$ cat config.mk
export PLATFORM = sky130hd
export DESIGN_NAME = uart_rx
export DESIGN_NICKNAME = d
export VERILOG_FILES = /design/src/rtl/uart_rx_pkg.sv /design/src/rtl/uart_rx_baudgen.sv /design/src/rtl/uart_rx.sv
export SDC_FILE = /design/constraint.sdc
export NUM_CORES = 1
export LEC_CHECK = 0
export ABC_CLOCK_PERIOD_IN_PS = 6340
export BUFFER_PORTS_ARGS = -buffer_cell sky130_fd_sc_hd__buf_4
export CORE_MARGIN = 2
export CORE_UTILIZATION = 44
export DETAILED_ROUTE_END_ITERATION = 10
export PLACE_DENSITY = 0.73
export RECOVER_POWER = 50
export SETUP_SLACK_MARGIN = 0.05
export SYNTH_ARGS = -nofsm -noshare
export SYNTH_HDL_FRONTEND = slang
export SYNTH_HIERARCHICAL = 1
export SYNTH_SLANG_ARGS = --single-unit
$ cat constraint.sdc
create_clock -name clk -period 6.34 [get_ports clk]
set_clock_uncertainty 0.05 [all_clocks]
set_input_delay 1.268 -clock clk [delete_from_list [all_inputs] [get_ports clk]]
set_output_delay 1.268 -clock clk [all_outputs]
set_load 0.01 [all_outputs]
$ cat src/rtl/uart_rx_pkg.sv
// Shared constants for the UART receiver: baud divisors for a 12 MHz clock
// and the receiver FSM state encoding.
package uart_rx_pkg;

    // clk cycles per bit at 12 MHz
    localparam int B115200 = 104;
    localparam int B57600  = 208;
    localparam int B38400  = 313;
    localparam int B19200  = 625;
    localparam int B9600   = 1250;
    localparam int B4800   = 2500;
    localparam int B2400   = 5000;
    localparam int B1200   = 10000;
    localparam int B300    = 40000;

    typedef enum logic [1:0] {
        IDLE  = 2'd0,
        START = 2'd1,
        DATA  = 2'd2,
        STOP  = 2'd3
    } state_t;

endpackage

$ cat src/rtl/uart_rx_baudgen.sv
// baudgen_rx: bit-period counter for the receiver. Counts 0..BAUD-1 while
// clk_ena is high, held at 0 otherwise. tick_half marks mid-bit of the
// start bit, tick marks one full bit period.
module baudgen_rx #(
    parameter int BAUD = 104
) (
    input  logic clk,
    input  logic rstn,
    input  logic clk_ena,
    output logic tick_half,
    output logic tick
);

    localparam int CW = $clog2(BAUD);

    logic [CW-1:0] cnt;

    // Free-running modulo-BAUD counter, cleared whenever disabled
    always_ff @(posedge clk or negedge rstn) begin
        if (!rstn)
            cnt <= '0;
        else if (!clk_ena)
            cnt <= '0;
        else if (cnt == CW'(BAUD - 1))
            cnt <= '0;
        else
            cnt <= cnt + 1'b1;
    end

    // Ticks decode the count only; the counter itself sits at 0 when disabled
    // and BAUD >= 4 keeps both decode values away from 0.
    assign tick_half = (cnt == CW'(BAUD / 2 - 1));
    assign tick      = (cnt == CW'(BAUD - 1));

endmodule

$ cat src/rtl/uart_rx.sv
// uart_rx: 8N1 serial receiver at a fixed baud divisor.
// Optional feature macro: UART_RX_FERR_EN (framing-error strobe on ferr,
// bad frames discarded). Without it the stop bit is not checked.
module uart_rx
    import uart_rx_pkg::*;
#(
    parameter int BAUD = B115200
) (
    input  logic       clk,
    input  logic       rstn,
    input  logic       rx,
    output logic [7:0] data,
    output logic       rcv
`ifdef UART_RX_FERR_EN
    ,
    output logic       ferr
`endif
);

    state_t     state, state_next;
    logic       rx_meta, rx_s;
    logic [1:0] warm;
    logic       armed;
    logic [2:0] bit_cnt;
    logic [7:0] shift;
    logic       clk_ena;
    logic       tick_half, tick;
    logic       stop_err;

    baudgen_rx #(.BAUD(BAUD)) u_baud (
        .clk       (clk),
        .rstn      (rstn),
        .clk_ena   (clk_ena),
        .tick_half (tick_half),
        .tick      (tick)
    );

    // State register
    always_ff @(posedge clk or negedge rstn) begin
        if (!rstn)
            state <= IDLE;
        else
            state <= state_next;
    end

    // Next state; the baud counter is held clear in IDLE and on every
    // transition so each state starts counting from 0.
    always_comb begin
        state_next = state;
        case (state)
            IDLE:  if (armed && !rx_s) state_next = START;
            START: if (tick_half)      state_next = rx_s ? IDLE : DATA;
            DATA:  if (tick && bit_cnt == 3'd7) state_next = STOP;
            STOP:  if (tick)           state_next = IDLE;
            default:                   state_next = IDLE;
        endcase
        clk_ena = (state != IDLE) && (state_next == state);
    end

`ifdef UART_RX_FERR_EN
    assign stop_err = (state == STOP) && tick && !rx_s;
`else
    assign stop_err = 1'b0;
`endif

    // Synchroniser, arming, shift register and output strobes.
    // warm keeps the reset value of the synchroniser from counting as a
    // high line: a frame may start only after a real high has been seen.
    always_ff @(posedge clk or negedge rstn) begin
        if (!rstn) begin
            rx_meta <= 1'b1;
            rx_s    <= 1'b1;
            warm    <= 2'b00;
            armed   <= 1'b0;
            bit_cnt <= 3'd0;
            shift   <= 8'h00;
            data    <= 8'h00;
            rcv     <= 1'b0;
`ifdef UART_RX_FERR_EN
            ferr    <= 1'b0;
`endif
        end else begin
            rx_meta <= rx;
            rx_s    <= rx_meta;
            warm    <= {warm[0], 1'b1};
            rcv     <= 1'b0;
            if (stop_err)
                armed <= 1'b0;
            else if (rx_s && warm[1])
                armed <= 1'b1;
            if (state != DATA)
                bit_cnt <= 3'd0;
            else if (tick)
                bit_cnt <= bit_cnt + 3'd1;
            if (state == DATA && tick)
                shift <= {rx_s, shift[7:1]};
`ifdef UART_RX_FERR_EN
            ferr <= stop_err;
            if (state == STOP && tick && rx_s) begin
                data <= shift;
                rcv  <= 1'b1;
            end
`else
            if (state == STOP && tick) begin
                data <= shift;
                rcv  <= 1'b1;
            end
`endif
        end
    end

endmodule

=== Word level (Yosys, flattened, before mapping) ===
Index checks and enable logic that the tools add are counted.

* Flip-flop bits (word level): 34
* Latch bits: 0
* RAM bits: 0
* Memory bits (read-only): 0
* Memories: 0

* Add/subtract/negate cells: 2
* Multiply operators: 0
* Div/mod/pow operators: 0
* $lt $le $gt $ge: 0
* Equal/unequal tests: 8
* Shift-type cells: 0
* Multiplexer cells: 11
* Bitwise logic cells: 0
* Reduce and logical (&&, ||, !) cells: 10

{| class="wikitable"
|+ Operator list
! cell !! count
|-
| $mux 7 || 2
|-
| $mux 2 || 5
|-
| $pmux 2 s4 || 1
|-
| $add 7x1->7 const B || 1
|-
| $eq 7x6->1 const B || 1
|-
| $eq 7x7->1 const B || 1
|-
| $logic_and 1x1->1 || 6
|-
| $mux 3 || 2
|-
| $eq 2x2->1 const B || 2
|-
| $reduce_bool 2->1 || 2
|-
| $add 3x1->3 const B || 1
|-
| $eq 3x3->1 const B || 1
|-
| $eq 2x1->1 const B || 1
|-
| $eq 2x2->1 || 1
|-
| $logic_not 2->1 || 1
|-
| $ne 2x2->1 const B || 1
|-
| $logic_not 1->1 || 1
|-
| $mux 1 || 1
|}

=== Logic depth before layout (Yosys ltp) ===
* Depth in word-level cells: 7
* Depth in mapped cells: 9
* Mapped depth without buffers: 8

=== Cells and area by module ===
Netlist, hierarchy kept.

{| class="wikitable"
|+ Modules (own cells, without submodules)
! module !! instances !! cells each !! area each (µm²) !! sequential area each (µm²)
|-
| uart_rx || 1 || 69 || 1,079.8 || 678.2
|-
| baudgen_rx || 1 || 36 || 374.1 || 175.2
|}

=== Least setup slack after synthesis ===
OpenSTA, ideal clock, no wires.

* Kind: register to register
* From: reg u_baud.cnt[3]
* To: reg u_baud.cnt[6]
* Setup time: 0.126 ns
* Arrival time: 1.924 ns
* Required time: 6.164 ns
* Path slack: 4.239 ns
* Cell stages (with the launch flop): 10
* Period minus slack after synthesis: 2.101 ns
* Path through: dfrtp_1 buf_6 or3b_4 nor2_1 buf_6 o21ai_0 a21o_1 nand4b_1 nor2_1 a311o_1

* Longest elaborated chain between the ends: 7

{| class="wikitable"
|+ RTL lines
! element !! line !! source
|-
| start, declared || uart_rx_baudgen.sv:16 || <nowiki>logic [CW-1:0] cnt;</nowiki>
|-
| start signal, assigned || uart_rx_baudgen.sv:27 || <nowiki>cnt <= cnt + 1'b1;</nowiki>
|-
| $eq 7x7->1 * || uart_rx_baudgen.sv:33 || <nowiki>assign tick = (cnt == CW'(BAUD - 1));</nowiki>
|-
| net tick || uart_rx.sv:27 || <nowiki>logic tick_half, tick;</nowiki>
|-
| $logic_and 1x1->1 || uart_rx.sv:53 || <nowiki>DATA: if (tick && bit_cnt == 3'd7) state_next = STOP;</nowiki>
|-
| $mux 2 || uart_rx.sv:53 ||
|-
| $pmux 2 s4 * || uart_rx.sv:50 || <nowiki>case (state)</nowiki>
|-
| $eq 2x2->1 * || uart_rx.sv:57 || <nowiki>clk_ena = (state != IDLE) && (state_next == state);</nowiki>
|-
| $logic_and 1x1->1 * || uart_rx.sv:57 ||
|-
| net clk_ena || uart_rx.sv:26 || <nowiki>logic clk_ena;</nowiki>
|-
| $mux 7 * || uart_rx_baudgen.sv:22 || <nowiki>else if (!clk_ena)</nowiki>
|}

The timed path passes the listed nets; every way through them passes the cells marked *.
A chain may end at the register's enable or synchronous reset.

=== Worst setup path after layout ===
Same ends and word-level chain as after synthesis.

==> impl_metrics.csv <==
group,metric,value,unit
placed_design,postPlaceCellArea,1560,um2
detailed_routing,vias_per_cell,4.90,
clocking,root_buffer,"clkbuf_4",
floorplanning,die_w,61.5,um
worst_setup_path,crit_family,"simple AND/OR/NAND/NOR gates",
yosys,synth.mux.area_fraction,15.3,%
yosys,synth_area_leaders,"dfrtp_1 55%, mux2_2 12%, dfstp_2 3.6%",
power_and_ir_drop,intPower,0.000422,W
run_status,violations,"capacitance limit, slew limit",
power_and_ir_drop,power.switching,0.000152,W
yosys,synth-adder-area-share,2.58,%
global_routing,grt_overflow,0,
global_routing,grtUsageMet3,5.04,%
yosys,synth_largest_area_cell,"dfrtp_1",
placed_design,gp_congestion,0.717,
global_routing,top_usage_layer,"met2",
placed_design,hpwl,1390,um
detailed_routing,dr.pass1.iters,4,
power_and_ir_drop,power_frac_clock,36.1,%
yosys,synth_fp_nets,111,
power_and_ir_drop,worst_ir_drop_vdd,210,uV
global_routing,grt_pass1_vias,852,
worst_setup_path,critPathSlowestCell,"nor2_1",
run_status,outcome,"complete, but fails checks",
min_path,hp-class,"flop to flop",
power_and_ir_drop,total_power,0.000573,W
sta,worst_pin_slew,1.78,ns
worst_setup_path,arrival,2.82,ns
worst_setup_path,critPathRequiredTime,6.52,ns
clocking,cts_resized,0,
yosys,syn_inst,105,
sta,rsz0062_at_grt,"no",
worst_setup_path,critical_path_class,"flop to flop",
sta,period_minus_slack,2.64,ns
worst_setup_path,crit_chain,"or3b_4, nor2_1, o21ai_0, a21o_1, nand4b_1, nor2_1, a311o_1",
worst_setup_path,endpoint_kind,"flop",
global_routing,met1_usage,17.4,%
worst_setup_path,critPathMaxStageDelay,0.61,ns
detailed_routing,postRouteWirelength,2050,um
worst_setup_path,cpMostUsedCell,"nor2_1",
clocking,clk_latency,0.34,ns
clocking,clockBufferDepth,2,
placed_design,dp_slack,3.72,ns
flow_run,maxCapViolations,1,
detailed_routing,ant_nets,0,
power_and_ir_drop,power_density,344,nW/um2
finish,nets,126,
clocking,clkTransAtPathRegs,0.11,ns
finish,antenna_cells,0,
finish,syn_to_final_growth,14.8,%
sta,max_freq,379,MHz
worst_setup_path,path_max_fanout,8,
yosys,syn_area_per_cell,13.8,um2
clocking,h-tree-depth,2,
worst_setup_path,r2r_setup_slack,3.70,ns
yosys,synthSimpleGateAreaFrac,13.3,%
clocking,numCtsBuffers,5,
global_routing,grt_util_all_layers,14.1,%
yosys,ys_ff_latch,34,
clocking,cts_setup_buffers,0,
yosys,synth_top_family_by_area,"multiplexers",
yosys,synth_seq_area_share,58.7,%
power_and_ir_drop,p_comb_share,15.8,%
power_and_ir_drop,switching_share,26.4,%
sta,period_share,41.6,%
yosys,yosys_warnings,6,
global_routing,grt_start_max_net_pins,35,
detailed_routing,avgRoutedWirePerCell,12.4,um
clocking,cts.sinks,34,
sta,setup_slack,3.70,ns
floorplanning,die-area,3780,um2
global_routing,grt_pass1_wl,3750,um
sta,setup_violations,0,
yosys,synthDistinctLibCells,33,
clocking,cts_tree,"done",
sta,hold_viol,0,
placed_design,port_buffers,11,
finish,final_area,1670,um2
sta,final.setup.tns,0,ns
worst_setup_path,start_kind,"flop",
floorplanning,core,3100,um2
finish,drive_gt1_share,33.1,%
clocking,holdBufCountCts,0,
global_routing,grt_antenna_before_repair,0,
sta,relSlewSlack,-18.6,%
global_routing,grtUsageMet2,21.4,%
floorplanning,row_count,20,
floorplanning,start_util,46.9,%
worst_setup_path,crit_buf_inv,0,
yosys,synth_top_area_share,55.1,%
floorplanning,ioPinCount,12,
yosys,synth_compound_area_share,4.39,%
sta,finalMaxSlewViolations,35,
yosys,synthXorXnorAreaFrac,2.41,%
power_and_ir_drop,sequentialPowerShare,48.0,%
detailed_routing,initialDrtViolationCount,7,
yosys,syn_area,1450,um2
detailed_routing,vias,808,
floorplanning,die_h,61.5,um
detailed_routing,drc,0,
power_and_ir_drop,power.leakage,0.807,nW
## metrics by stage
step	util (%)	std cells	hold slack [ns]
floorplan	-	105	0.281
global placement	50.3	157	0.281
detailed placement	50.3	157	0.285
CTS	53.9	165	0.307
global route	53.8	165	0.326
finish	53.8	165	0.305
## cell type report
class	count	area, um2
Fill cell	267	1430
Timing Repair Buffer	11	78.8
Tap cell	44	55.1
Inverter	4	15.0
Sequential cell	34	853
Multi-Input combinational cell	64	556
Clock inverter	2	60.1
Clock buffer	6	51.3
## worst register-to-register path: stages, from the launching register on
cell and delay, ns:
dfrtp_1 0.47, or3b_4 0.44, nor2_1 0.61, o21ai_0 0.19, a21o_1 0.29, nand4b_1 0.12
nor2_1 0.05, a311o_1 0.32
## per-layer routing
metal	wire [um]	vias to the layer above
li1	-	398
met1	987	395
met2	933	9
met3	69	6
met4	55	0
met5	0	-
## state kept, by name (all words and copies together) (netlist names), 2 cells and up
signal	flops
u_baud/cnt	7
bit_cnt	3
data	8
warm	2
shift	8
state	2
## cell usage after synthesis
cell type,number
nor3_1,1
buf_6,2
nand3_1,3
or3_1,1
and2_1,1
a311o_1,1
a21o_1,2
nand4b_1,4
buf_4,1
mux4_2,1
dfstp_2,2
and3b_1,1
nor2b_1,1
xor2_1,3
or3b_4,1
inv_1,4
and2_0,1
dfrtp_1,32
nand3b_4,1
o21a_1,1
mux2_2,16
nor3b_1,1
xnor2_1,1
mux2i_1,2
nand2b_1,1
nand3_4,1
o21ai_0,2
o21ai_4,1
nor2_1,9
conb_1,1
ha_1,3
a21oi_1,1
nand2_1,2
## cells in the final DEF, fill, tap and decap left out
cell type and instances:
o21ai_4 1, xor2_1 3, o21ai_0 2, mux2_2 16, nand3_1 3, and2_0 1, and3b_1 1, buf_4 9
o21a_1 1, nand2b_1 1, xnor2_1 1, a21o_1 2, inv_1 4, nor2_1 9, a311o_1 1, clkbuf_4 6
nand2_1 2, nand3b_4 1, nand4b_1 4, mux4_2 1, nor3_1 1, nand3_4 1, nor3b_1 1, or3_1 1
dfrtp_1 32, conb_1 1, clkbuf_1 1, or3b_4 1, dfstp_1 1, clkbuf_8 1, nor2b_1 1, and2_1 1
bufinv_16 2, a21oi_1 1, mux2i_1 2, dfstp_2 1, ha_1 3
## power by group through the flow
stage / logic, W / clock network [W] / registers [W]
2_1_floorplan: 0.0000937 / 0 / 0.000265
3_3_place_gp: 0.0000890 / 0 / 0.000277
3_5_place_dp: 0.0000919 / 0 / 0.000279
4_1_cts: 0.0000924 / 0.000213 / 0.000275
5_1_grt: 0.000107 / 0.000221 / 0.000280
6_report: 0.0000909 / 0.000207 / 0.000275
## final timing paths
path | from | endpoint | cells after the start
setup / recovery | u_baud/cnt[3]$_DFF_PN0_ | u_baud/cnt[6]$_DFF_PN0_ | 7
hold / removal | warm[0]$_DFF_PN0_ | warm[1]$_DFF_PN0_ | 0
setup reg to reg | u_baud/cnt[3]$_DFF_PN0_ | u_baud/cnt[6]$_DFF_PN0_ | 7
hold reg to reg | warm[0]$_DFF_PN0_ | warm[1]$_DFF_PN0_ | 0
max in group asynchronous | rstn | u_baud/cnt[0]$_DFF_PN0_ | 1
min in group asynchronous | rstn | bit_cnt[1]$_DFFE_PN0P_ | 1
## cell families (layout without fill, tap and decap cells)
| family | Yosys count | after routing |
|---|---|---|
| other | 1 | 1 |
| and+or+nand+nor | 29 | 29 |
| adders and majority gates | 3 | 3 |
| AOI/OAI and AO/OA | 8 | 8 |
| buffers and inverters | 7 | 23 |
| muxes | 19 | 19 |
| DFF | 34 | 34 |
| xor gates and xnor gates | 4 | 4 |
Note: power is estimated with default switching activity, not from simulation.
